[src/rtl/enemy_pkg.sv]
// Shared types and constants for the enemy motion controller: direction and
// life-cycle encodings plus the edge-code bit each direction is blocked by.
package enemy_pkg;

  typedef enum logic [1:0] {
    DIR_RIGHT = 2'd0,
    DIR_DOWN  = 2'd1,
    DIR_LEFT  = 2'd2,
    DIR_UP    = 2'd3
  } dir_t;

  typedef enum logic [1:0] {
    ST_WALK  = 2'd0,
    ST_DYING = 2'd1,
    ST_DEAD  = 2'd2
  } state_t;

  localparam int HIT_LEFT   = 3;
  localparam int HIT_TOP    = 2;
  localparam int HIT_RIGHT  = 1;
  localparam int HIT_BOTTOM = 0;

  // Edge-code bit that stops travel in direction d.
  function automatic logic [1:0] blocking_bit(input dir_t d);
    case (d)
      DIR_RIGHT: blocking_bit = 2'(HIT_RIGHT);
      DIR_DOWN:  blocking_bit = 2'(HIT_BOTTOM);
      DIR_LEFT:  blocking_bit = 2'(HIT_LEFT);
      default:   blocking_bit = 2'(HIT_TOP);
    endcase
  endfunction

endpackage

[src/rtl/enemy_frame_divider.sv]
// Modulo-MOVE_PERIOD frame counter; move_tick marks the frame pulse that
// completes a period. clear has priority over counting.
module enemy_frame_divider #(
  parameter int MOVE_PERIOD = 2
) (
  input  logic clk,
  input  logic rst_n,
  input  logic clear,
  input  logic frame_tick,
  output logic move_tick
);

  localparam int CW = (MOVE_PERIOD > 1) ? $clog2(MOVE_PERIOD) : 1;

  logic [CW-1:0] cnt_q;
  logic [CW-1:0] cnt_d;
  logic          at_last;

  assign at_last   = (cnt_q == CW'(MOVE_PERIOD - 1));
  assign move_tick = frame_tick & at_last;

  always_comb begin
    cnt_d = cnt_q;
    if (clear) begin
      cnt_d = '0;
    end else if (frame_tick) begin
      cnt_d = at_last ? '0 : cnt_q + CW'(1);
    end
  end

  always_ff @(posedge clk or negedge rst_n) begin
    if (!rst_n) begin
      cnt_q <= '0;
    end else begin
      cnt_q <= cnt_d;
    end
  end

endmodule

[src/rtl/enemy_move_ctrl.sv]
// Per-enemy motion and life-cycle controller: latches collisions over a frame
// and, on each frame pulse, decides to move, turn back, or start dying.
module enemy_move_ctrl
  import enemy_pkg::*;
#(
  parameter int INIT_X       = 64,
  parameter int INIT_Y       = 64,
  parameter int INIT_DIR     = 0,
  parameter int SPEED        = 1,
  parameter int MOVE_PERIOD  = 2,
  parameter int DEATH_FRAMES = 32,
  parameter int X_MIN        = 32,
  parameter int X_MAX        = 576,
  parameter int Y_MIN        = 32,
  parameter int Y_MAX        = 416
) (
  input  logic        clk,
  input  logic        resetN,
  input  logic        startOfFrame,
  input  logic        wallCollision,
  input  logic        bombCollision,
  input  logic [3:0]  HitEdgeCode,
  input  logic        revive,
  output logic [10:0] topLeftX,
  output logic [10:0] topLeftY,
  output logic        visible,
  output logic        alive,
  output logic [1:0]  dir,
  output logic        deathDone,
  output state_t      dbg_state
);

  state_t      state_q, state_d;
  logic [10:0] x_q, x_d;
  logic [10:0] y_q, y_d;
  dir_t        dir_q, dir_d;
  logic [3:0]  hit_q, hit_d;
  logic        bomb_q, bomb_d;
  logic [15:0] death_cnt_q, death_cnt_d;
  logic        done_q, done_d;

  logic        in_walk;
  logic        wall_turn;
  logic        move_tick;
  logic        death_last;
  logic        horiz;
  logic        fwd;
  logic [11:0] mv;

  // Saturating one-step move; returns {hit_bound, new_position}.
  function automatic logic [11:0] step(input logic [10:0] pos, input logic up,
                                       input int lo, input int hi);
    int   p;
    logic sat;
    p   = up ? int'(pos) + SPEED : int'(pos) - SPEED;
    sat = 1'b0;
    if (p > hi) begin
      p   = hi;
      sat = 1'b1;
    end else if (p < lo) begin
      p   = lo;
      sat = 1'b1;
    end
    step = {sat, 11'(p)};
  endfunction

  assign in_walk    = (state_q == ST_WALK);
  assign wall_turn  = in_walk && startOfFrame && !bomb_q && hit_q[blocking_bit(dir_q)];
  assign death_last = (death_cnt_q == 16'(DEATH_FRAMES - 1));

  enemy_frame_divider #(
    .MOVE_PERIOD(MOVE_PERIOD)
  ) u_div (
    .clk       (clk),
    .rst_n     (resetN),
    .clear     (!in_walk || wall_turn),
    .frame_tick(in_walk && startOfFrame && !bomb_q),
    .move_tick (move_tick)
  );

  // State register.
  always_ff @(posedge clk or negedge resetN) begin
    if (!resetN) begin
      state_q <= ST_WALK;
    end else begin
      state_q <= state_d;
    end
  end

  // Next-state logic.
  always_comb begin
    state_d = state_q;
    case (state_q)
      ST_WALK:  if (startOfFrame && bomb_q) state_d = ST_DYING;
      ST_DYING: if (startOfFrame && death_last) state_d = ST_DEAD;
      ST_DEAD:  if (revive) state_d = ST_WALK;
      default:  state_d = ST_WALK;
    endcase
  end

  // Outputs decoded from registered state.
  always_comb begin
    alive   = 1'b0;
    visible = 1'b0;
    case (state_q)
      ST_WALK: begin
        alive   = 1'b1;
        visible = 1'b1;
      end
      ST_DYING: visible = ~death_cnt_q[2];
      default: ;
    endcase
  end

  assign horiz = (dir_q == DIR_RIGHT) || (dir_q == DIR_LEFT);
  assign fwd   = ((dir_q == DIR_RIGHT) || (dir_q == DIR_DOWN)) ^ wall_turn;
  assign mv    = horiz ? step(x_q, fwd, X_MIN, X_MAX) : step(y_q, fwd, Y_MIN, Y_MAX);

  // Latches, position, direction and death counter.
  always_comb begin
    x_d         = x_q;
    y_d         = y_q;
    dir_d       = dir_q;
    hit_d       = hit_q;
    bomb_d      = bomb_q;
    death_cnt_d = death_cnt_q;
    done_d      = 1'b0;
    case (state_q)
      ST_WALK: begin
        if (startOfFrame) begin
          // Decision uses last frame's latches; this cycle's inputs start the new frame.
          hit_d  = wallCollision ? HitEdgeCode : 4'd0;
          bomb_d = bombCollision;
          if (bomb_q) begin
            death_cnt_d = '0;
          end else if (wall_turn || move_tick) begin
            if (horiz) x_d = mv[10:0];
            else       y_d = mv[10:0];
            if (wall_turn || mv[11]) dir_d = dir_t'(dir_q + 2'd1);
          end
        end else begin
          hit_d  = hit_q | (wallCollision ? HitEdgeCode : 4'd0);
          bomb_d = bomb_q | bombCollision;
        end
      end
      ST_DYING: begin
        hit_d  = '0;
        bomb_d = 1'b0;
        if (startOfFrame) begin
          if (death_last) done_d = 1'b1;
          else            death_cnt_d = death_cnt_q + 16'd1;
        end
      end
      ST_DEAD: begin
        hit_d  = '0;
        bomb_d = 1'b0;
        if (revive) begin
          x_d   = 11'(INIT_X);
          y_d   = 11'(INIT_Y);
          dir_d = dir_t'(2'(INIT_DIR));
        end
      end
      default: ;
    endcase
  end

  always_ff @(posedge clk or negedge resetN) begin
    if (!resetN) begin
      x_q         <= 11'(INIT_X);
      y_q         <= 11'(INIT_Y);
      dir_q       <= dir_t'(2'(INIT_DIR));
      hit_q       <= '0;
      bomb_q      <= 1'b0;
      death_cnt_q <= '0;
      done_q      <= 1'b0;
    end else begin
      x_q         <= x_d;
      y_q         <= y_d;
      dir_q       <= dir_d;
      hit_q       <= hit_d;
      bomb_q      <= bomb_d;
      death_cnt_q <= death_cnt_d;
      done_q      <= done_d;
    end
  end

  assign topLeftX  = x_q;
  assign topLeftY  = y_q;
  assign dir       = dir_q;
  assign deathDone = done_q;
  assign dbg_state = state_q;

endmodule

[config.mk]
export PLATFORM = sky130hd
export DESIGN_NAME = enemy_move_ctrl
export DESIGN_NICKNAME = d
export VERILOG_FILES = /design/src/rtl/enemy_pkg.sv /design/src/rtl/enemy_frame_divider.sv /design/src/rtl/enemy_move_ctrl.sv
export SDC_FILE = /design/constraint.sdc
export NUM_CORES = 1
export LEC_CHECK = 0
export CELL_PAD_IN_SITES_DETAIL_PLACEMENT = 1
export CELL_PAD_IN_SITES_GLOBAL_PLACEMENT = 1
export CORE_MARGIN = 8
export CORE_UTILIZATION = 44
export CTS_CLUSTER_SIZE = 10
export DETAILED_ROUTE_END_ITERATION = 7
export GPL_ROUTABILITY_DRIVEN = 0
export HOLD_SLACK_MARGIN = 0.15
export PLACE_DENSITY = 0.89
export SLEW_MARGIN = 10
export SYNTH_ARGS = -nofsm -noshare
export SYNTH_HDL_FRONTEND = slang
export SYNTH_SLANG_ARGS = --single-unit
[constraint.sdc]
create_clock -name clk -period 4 [get_ports clk]
set_input_delay 0.4 -clock clk [delete_from_list [all_inputs] [get_ports clk]]
set_output_delay 0.4 -clock clk [all_outputs]
set_load 0.05 [all_outputs]
======== After elaboration in Yosys (flattened, before gate mapping) ========
Cells that the tools add are included.
operators by class
  add/sub/neg operators ................... 7
  order comparisons ....................... 5
  eq/ne operators ......................... 17
  mux-type cells .......................... 52
  bitwise gates (word level) .............. 5
  reduce and logical (&&, ||, !) cells .... 24
operators with widths
  cell                     count
  $mux W11                 13
  $lt A32 B7 Y1 const B    2
  $mux W16                 4
  $mux W32                 2
  $pmux W11 S2             2
  $gt A32 B10 Y1 const B   1
  $gt A32 B11 Y1 const B   1
  $pmux W16 S2             1
  $add A11 B1 Y12 const B  2
  $sub A11 B1 Y12 const B  2
  $reduce_and A6 Y1        3
  $add A16 B1 Y16 const B  1
  $eq A16 B5 Y1 const B    1
  $ne A2 B2 Y1 const B     8
  $mux W2                  7
  $mux W1                  13
  $mux W12                 1
  $pmux W2 S3              2
  $mux W4                  2
  $ne A2 B1 Y1 const B     4
  $pmux W4 S2              1
  $reduce_bool A2 Y1       4
  $logic_and A1 B1 Y1      5
  $logic_or A1 B1 Y1       5
  other kinds (18)         23
word-level totals
  register bits after elaboration ......... 49
  input port bits ......................... 10
  output and inout bits ................... 29
  word-level logic and storage cells ...... 119

======== Logic depth before layout (Yosys ltp) ========
Gate-level depths: netlist (run 1).
  word-level depth ........................ 17
  gate-level depth with buffers ........... 16
  depth with buffers taken out ............ 12

======== Modules after synthesis ========
A second synthesis (run 1) with hierarchy kept.
second synthesis, totals
  cell total of the unflattened synthesis .. 513
  area, all modules ....................... 4,182.8 µm²
by module, submodules not included
  module               instances  cells each  area each (µm²)  sequential area each (µm²)
  enemy_move_ctrl      1          509         4,137.7          1,203.7
  enemy_frame_divider  1          4           45.0             25.0

======== Worst setup path after synthesis (run 1) ========
OpenSTA, ideal clock, no wires.
  path type ............................... register to register
  start ................................... register state_q[0] (netlist: dbg_state[0])
  end ..................................... register y_q[6] (netlist: topLeftY[6])
  library setup time ...................... 0.091 ns
  arrival ................................. 3.530 ns
  required time ........................... 3.909 ns
  setup slack ............................. 0.379 ns
  stages on the path, launching flop included .. 14
  path buffers ............................ 1
  period minus slack after synthesis ...... 3.621 ns
  cell sequence ........................... dfrtp_1 -> inv_1 -> ha_1 -> clkbuf_2 -> nand3b_1 -> nor3b_2 -> a221oi_4 -> a221oi_1 -> nor4_4 -> nor2b_1 -> nand2_2 -> o31a_1 -> or2_1 -> a2bb2oi_1
between the ends
  cells in the longest elaborated chain, start to end .. 15
  elaborated cells between the ends (all ways) .. 31
  classes of those cells .................. order compare: 4; eq/ne: 6; mux: 12; bitwise: 2; reduce/logical: 7
ends and longest elaborated chain
  element                           RTL line                                       text
  start: declaration                enemy_move_ctrl.sv:33                          state_t state_q, state_d;
  start signal: assignment          enemy_move_ctrl.sv:86                          state_q <= state_d;
  $logic_not A2 Y1                  enemy_move_ctrl.sv:67, enemy_move_ctrl.sv:128
  $logic_and A1 B1 Y1 (2 in a row)  enemy_move_ctrl.sv:68, enemy_move_ctrl.sv:77
  $logic_and A1 B1 Y1               enemy_move_ctrl.sv:68                          assign wall_turn = in_walk && startOfFrame && !bomb_q && hit_q[blocking_bit(dir_q)];
  $xor A1 B1 Y1                     enemy_move_ctrl.sv:116                         assign fwd = ((dir_q == DIR_RIGHT) || (dir_q == DIR_DOWN)) ^ wall_turn;
  $mux W32                          enemy_move_ctrl.sv:55                          p = up ? int'(pos) + SPEED : int'(pos) - SPEED;
  $lt A32 B7 Y1                     enemy_move_ctrl.sv:60                          end else if (p < lo) begin
  $mux W11                          enemy_move_ctrl.sv:60
  $mux W11                          enemy_move_ctrl.sv:57                          if (p > hi) begin
  $mux W12                          enemy_move_ctrl.sv:117                         assign mv = horiz ? step(x_q, fwd, X_MIN, X_MAX) : step(y_q, fwd, Y_MIN, Y_MAX);
  $mux W11                          enemy_move_ctrl.sv:137                         if (horiz) x_d = mv[10:0];
  $mux W11                          enemy_move_ctrl.sv:136                         end else if (wall_turn || move_tick) begin
  $mux W11                          enemy_move_ctrl.sv:134                         if (bomb_q) begin
  $mux W11                          enemy_move_ctrl.sv:130                         if (startOfFrame) begin
  $pmux W11 S2                      enemy_move_ctrl.sv:128                         case (state_q)
  end signal: assignment            enemy_move_ctrl.sv:170                         y_q <= 11'(INIT_Y);
  end signal: assignment            enemy_move_ctrl.sv:178                         y_q <= y_d;
  end: declaration                  enemy_move_ctrl.sv:35                          logic [10:0] y_q, y_d;
Several ways; a longest one is shown, not always the timed one. The select of a mux whose other input is x is not followed.
A chain may end at the register's enable or synchronous reset.

======== Final worst setup path (run 1) ========
  start ................................... register dir_q[0] (netlist: dir[0])
  end ..................................... register dir_q[1] (netlist: dir[1])
between the ends
  cells in the longest elaborated chain, start to end .. 14
  elaborated cells between the ends (all ways) .. 32
  classes of those cells .................. add/sub: 1; order compare: 4; eq/ne: 4; mux: 15; bitwise: 1; reduce/logical: 7
ends and longest elaborated chain
  element                               RTL line                                 text
  start: declaration                    enemy_move_ctrl.sv:36                    dir_t dir_q, dir_d;
  start signal: assignment              enemy_move_ctrl.sv:171                   dir_q <= dir_t'(2'(INIT_DIR));
  start signal: assignment              enemy_move_ctrl.sv:179                   dir_q <= dir_d;
  $eq A2 B2 Y1 (tied with other cells)  enemy_pkg.sv:25, enemy_move_ctrl.sv:115
  $pmux W2 S3                           enemy_pkg.sv:25                          case (d)
  $bmux W1 S2                           enemy_move_ctrl.sv:68
  $mux W1 (not written as such)         enemy_move_ctrl.sv:68
  $logic_and A1 B1 Y1                   enemy_move_ctrl.sv:68
  $xor A1 B1 Y1                         enemy_move_ctrl.sv:116
  $mux W32                              enemy_move_ctrl.sv:55
  $lt A32 B7 Y1                         enemy_move_ctrl.sv:60
  $mux W1                               enemy_move_ctrl.sv:60
  $mux W1                               enemy_move_ctrl.sv:57
  $mux W12                              enemy_move_ctrl.sv:117
  $logic_or A1 B1 Y1                    enemy_move_ctrl.sv:139                   if (wall_turn || mv[11]) dir_d = dir_t'(dir_q + 2'd1);
  $ne A2 B1 Y1 (no line)                n/a
  $reduce_and A6 Y1 (no line)           n/a
Several ways; a longest one is shown, not always the timed one. The select of a mux whose other input is x is not followed.

==> results of run 1 <==
[per-stage QoR]
step	total power [mW]	cell area, um^2	hold slack, ns	std cells
after floorplan	3.58	4400	0.104	547
after global placement	4.36	4830	0.505	691
after detailed placement	4.47	4830	0.508	691
after CTS	4.89	4940	0.346	699
after global routing	5.24	4960	0.551	700
final	4.93	4960	0.529	700
[report_power, final]
part	switching [mW]	internal, mW
Clock	0.192	0.188
Sequential	0.321	0.628
Combinational	2.31	1.29
[cell usage after synthesis, types with 7 or more instances]
cell,n,area [um^2]
sky130_fd_sc_hd__o31ai_1,15,113
sky130_fd_sc_hd__nand3_1,21,105
sky130_fd_sc_hd__mux2i_1,10,100
sky130_fd_sc_hd__a22o_1,10,87.6
sky130_fd_sc_hd__o21ai_0,30,150
sky130_fd_sc_hd__inv_1,24,90.1
sky130_fd_sc_hd__ha_1,14,175
sky130_fd_sc_hd__nor4_1,11,68.8
sky130_fd_sc_hd__nand4_1,7,43.8
sky130_fd_sc_hd__buf_2,8,40.0
sky130_fd_sc_hd__nor2_1,52,195
sky130_fd_sc_hd__clkbuf_1,21,78.8
sky130_fd_sc_hd__a211oi_1,8,60.1
sky130_fd_sc_hd__and2_1,8,50.1
sky130_fd_sc_hd__nand2_1,55,206
sky130_fd_sc_hd__or3_1,7,43.8
sky130_fd_sc_hd__xor2_1,14,123
sky130_fd_sc_hd__dfrtp_1,47,1180
sky130_fd_sc_hd__nor3_1,24,120
sky130_fd_sc_hd__xnor2_1,14,123
sky130_fd_sc_hd__a21oi_1,22,110
[repair_timing]
item,CTS,global route
endpoints found under the setup margin,0,12
resized for setup,0,1
hold buffers,0,1
buffers inserted,0,0
endpoints found under the hold margin,0,6
[registers in the layout, summed over array words and instances, names as in the netlist]
register and cells:
death_cnt_q 16, bomb_q 1, deathDone 1, dbg_state 2, topLeftY 11, dir 2
topLeftX 11, hit_q 4, u_div.at_last 1
[logic make-up (layout without fill, tap and decap cells)]
logic type      count (synthesis)  count (layout)  synth area share
simple gates                  238             238             0.288
compound gates                145             145             0.243
buf+inv                        59              79            0.0581
flops                          49              49             0.279
xor+xnor                       28              28            0.0558
fa+ha+maj                      14              14            0.0398
mux                            14              14            0.0361
[final cells by class]
class                      instances  area, um^2  area share
inverter                          25        93.8      0.0189
clock inverter                     3        43.8     0.00884
multi-input combinational        439        2910       0.588
timing repair buffer              46         440      0.0889
sequential                        49        1230       0.248
tap                              133         166      0.0336
clock buffer                       5        68.8      0.0139
[worst paths after layout]
kind / depth (start not counted) / startpoint / to
worst max-delay path: 12 / dir[0]$_DFFE_PN0P_ / dir[1]$_DFFE_PN0P_
worst min-delay path: 1 / death_cnt_q[4]$_DFFE_PN0P_ / death_cnt_q[4]$_DFFE_PN0P_
worst max register to register: 12 / dir[0]$_DFFE_PN0P_ / dir[1]$_DFFE_PN0P_
worst min register to register: 1 / death_cnt_q[4]$_DFFE_PN0P_ / death_cnt_q[4]$_DFFE_PN0P_
max in group asynchronous: 2 / resetN / topLeftX[2]$_DFFE_PN0P_
min in group asynchronous: 2 / resetN / death_cnt_q[4]$_DFFE_PN0P_
[routing by layer]
layer  GRT usage  wire length [um]  vias up
met3      0.0401               710       31
met2       0.374              7120      114
met4      0.0726               333        0
met1       0.279              6310     2201
met5           0                 0        -
li1            -                 -     2023
==> flow_summary.toml, run 1 <==
[die]
floorplan.die.height_um = 116
die_width_um = 116
initial_utilization = 0.452
die_area_um2 = 13400
ioPinCount = 39
row_count = 36
core_um2 = 9730

[cells_and_area]
fill_cells = 1203
syn_to_final_growth_pct = 12.7
antennaDiodeCount = 0
design.final.nets = 590
final_cell_mix = "sky130_fd_sc_hd__nand2_1 (55), sky130_fd_sc_hd__nor2_1 (52), sky130_fd_sc_hd__dfrtp_1 (47)"
fraction_of_layout_cells_with_a_size_suffix_above_1 = 0.0935
layout.cells.most_common = "sky130_fd_sc_hd__nand2_1"
final_core_utilization = 0.509

[timing]
rsz0062_at_grt = "no"
finalClockSkew_ns = 0.00885
timing.setup.tns_ns = 0
hold_vio_cnt_final = 0
post-route-min-period_ns = 3.78
timing.final.crit_share = 0.944
fmax_ghz = 0.265
slew_headroom = 0.488
slew_violations = 0
tightestPinTransition_ns = 0.762
setup-violations-final = 0
worst_slack_ns = 0.223

[placed_design]
port_buffers = 38
place_ws_ns = 0.189
dp.final_hpwl_um = 10900

[cts]
clock_tree_from_tritoncts = "done"
clock_tree.htree_level_count = 2
tritoncts_num_sinks = 49
cts_inserted_buffers = 5
clk_pin_slew_ns = 0.10
clk_root_buffer_cell = "sky130_fd_sc_hd__clkbuf_8"
max-clock-path-buffers = 2
clock_latency_ns = 0.32

[global_routing]
grt_overflow_total = 0
initial_antenna_violation_count = 0
globalRouteTotalUtil = 0.222
grt_first_pass_wirelength_um = 23800
number_of_global_route_vias_before_repair = 4548
grt_max_degree = 50

[yosys]
synthesis.instances = 547
synth.yosys.seq_area_share = 0.279
synth-seq-cells = 49
synth-edff-count = 0
postSynthNetCount = 571
avgSynthCellArea_um2 = 8.04
postSynth.topFlopCell = "sky130_fd_sc_hd__dfrtp_1"
yosysUniqueCellTypes = 86
synth-warning-count = 0
async_reset_ff_frac = 1.00
mappedNetlistArea_um2 = 4400

[min_path]
hold_path.class = "reg -> reg"

[flow_run]
max_cap_violations = 0

[setup_path]
crit_path_max_fanout = 10
crit_path_top_delay_cell = "sky130_fd_sc_hd__a221oi_4"
cp-end-kind = "flop"
criticalPathCategory = "reg -> reg"
critPathRequiredTime_ns = 4.19
critical_path.cell_chain = "inv_1, ha_1, mux2i_1, o31a_2, a221oi_4, a221oi_1, nor4_4, nor2b_1, nand2_2, a21oi_1, a211oi_1, o22ai_1"
worst_path_largest_cell_delay_ns = 0.54
critical_path.top_delay_family = "compound AO/OA/AOI/OAI gates"
timing.critical_path.from_type = "flop"
register_to_register_setup_slack_ns = 0.22
arrival_ns = 3.97
critical_path_buf_inv_count = 1

[detailed_routing]
wl_per_cell_um = 20.7
remaining_drc_errors = 0
drt_wl_total_um = 14500
postRouteAntennaNets = 0
detailedRoute.firstIterationViolations = 293
vias = 4369
number_of_vias_per_cell_after_detailed_routing = 6.24
detail_route.first_pass.iterations = 5

[power_and_ir_drop]
power.density_cell_area_nw_per_um2 = 994
max-vdd-ir-drop_mv = 0.470
power.static_leakage_nw = 1.98

[status]
run_status = "finished clean"
(Power assumes the default switching activity.)
==> inputs of run 2 (changes only) <==
==> constraint.sdc (replaced) <==
create_clock -name clk -period 4.05 [get_ports clk]
set_input_delay 0.405 -clock clk [delete_from_list [all_inputs] [get_ports clk]]
set_output_delay 0.405 -clock clk [all_outputs]
set_load 0.05 [all_outputs]
==> run 2 against run 1 <==
Compared with the run above: setup slack worse by 0.015 ns; utilization shrank 0.22 points; first-iteration DRC count rose by 1.0%; cell count shrank 0.43%; sequential cell count did not move; register-to-register slack about the same; highest routed layer unchanged; global-route usage rose by 0.16 points; critical path depth unchanged.
==> flow_summary.toml, run 2 (same netlist as run 1, synthesis figures left out) <==
[status]
run_status = "finished clean"

[setup_path]
cp-end-kind = "flop"
crit_path_max_fanout = 22
worst_path_largest_cell_delay_ns = 0.49
critical_path.startpoint = "dir[0]$_DFFE_PN0P_"
timing.critical_path.from_type = "flop"
critPathRequiredTime_ns = 4.25
timing.rr.start = "dir[0]$_DFFE_PN0P_"
critical_path_buf_inv_count = 1
criticalPathCategory = "reg -> reg"
critical_path.top_delay_family = "multiplexers"
critical_path.cell_chain = "inv_1, ha_1, mux2i_1, o31a_2, mux2_2, nor2_8, a211oi_2, nor4b_4, o211ai_4, mux2i_4, nand2b_4, o31ai_1"
arrival_ns = 4.04
crit_path_top_delay_cell = "sky130_fd_sc_hd__mux2_2"

[die]
die_width_um = 116
row_count = 36
ioPinCount = 39
floorplan.die.height_um = 116
die_area_um2 = 13400
core_um2 = 9730
initial_utilization = 0.452

[timing]
finalClockSkew_ns = 0.0107
fmax_ghz = 0.260
slew_headroom = 0.276
slew_violations = 0
hold_vio_cnt_final = 0
tightestPinTransition_ns = 1.09
timing.final.crit_share = 0.948
post-route-min-period_ns = 3.84
setup-violations-final = 0

[cells_and_area]
final_cell_mix = "sky130_fd_sc_hd__nand2_1 (55), sky130_fd_sc_hd__nor2_1 (52), sky130_fd_sc_hd__dfrtp_1 (47)"
antennaDiodeCount = 0
design.final.nets = 587
layout.cells.non_filler = 697
fraction_of_layout_cells_with_a_size_suffix_above_1 = 0.0904
registers.top_by_ff_count = "death_cnt_q"
layout.cells.most_common = "sky130_fd_sc_hd__nand2_1"
syn_to_final_growth_pct = 12.2
largest_register_ffs = 16
design_area_um2 = 4930

[global_routing]
number_of_global_route_vias_before_repair = 4593
globalRouteTotalUtil = 0.223
grt_first_pass_wirelength_um = 24300
grt_max_degree = 50
initial_antenna_violation_count = 0
grt_overflow_total = 0

[detailed_routing]
drt_wl_total_um = 14700
vias = 4363
number_of_vias_per_cell_after_detailed_routing = 6.26
detailedRoute.firstIterationViolations = 296
wl_per_cell_um = 21.0
detail_route.first_pass.iterations = 4
remaining_drc_errors = 0
postRouteAntennaNets = 0

[cts]
tritoncts_num_sinks = 49
cts_inserted_buffers = 5
clk_pin_slew_ns = 0.11
clock_tree.htree_level_count = 2
clock_tree_from_tritoncts = "done"
clk_root_buffer_cell = "sky130_fd_sc_hd__clkbuf_8"
max-clock-path-buffers = 2
clock_latency_ns = 0.31

[placed_design]
dp.final_hpwl_um = 11100
placedInstanceArea_um2 = 4800
port_buffers = 38
cells_after_dpl = 687

[flow_run]
max_cap_violations = 0

[min_path]
hold_path.class = "in -> async"
run 2: final timing paths:
| check | depth (start not counted) | endpoint | slack [ns] |
|---|---|---|---|
| worst max-delay path | 12 | topLeftX[1]$_DFFE_PN0P_ | 0.21 |
| worst min-delay path | 1 | death_cnt_q[9]$_DFFE_PN0P_ | 0.29 |
| worst max register to register | 12 | topLeftX[1]$_DFFE_PN0P_ | 0.21 |
| worst min register to register | 1 | hit_q[0]$_DFFE_PN0P_ | 0.52 |
| max in group asynchronous | 1 | topLeftY[9]$_DFFE_PN0P_ | 3.09 |
| min in group clk | 1 | hit_q[0]$_DFFE_PN0P_ | 0.52 |
run 2: timing repair:
action,CTS,global route
resized for setup,0,2
buffers inserted,0,2
hold buffers,0,0
endpoints found under the setup margin,0,16
run 2: area by class of cell:
type                            count  area [um^2]
Clock buffer                        5         68.8
Clock inverter                      3         28.8
Fill cell                        1220         4790
Inverter                           25         93.8
Multi-Input combinational cell    439         2920
Sequential cell                    49         1230
Tap cell                          133          166
Timing Repair Buffer               43          425
run 2: routing by layer:
metal | track usage | share of wire | up-vias
met5 | 0 | 0 | -
met4 | 0.0726 | 0.030 | 0
met3 | 0.0328 | 0.052 | 35
met2 | 0.390 | 0.50 | 143
met1 | 0.275 | 0.42 | 2157
li1 | - | - | 2028
run 2: stage by stage:
step,setup TNS [ns],setup slack [ns],hold WS (ns),util
after detailed placement,0,0.133,0.488,0.493
after CTS,0,0.107,0.327,0.503
after global routing,-0.0150,-0.0150,0.384,0.507
after global placement,0,0.435,0.493,0.493
final,0,0.209,0.289,0.507
after floorplan,0,0.429,0.109,-
Power of run 2 is left out: the tool's default activity adds up to more than one toggle a clock period on the data nets, which glitch-free logic cannot reach.
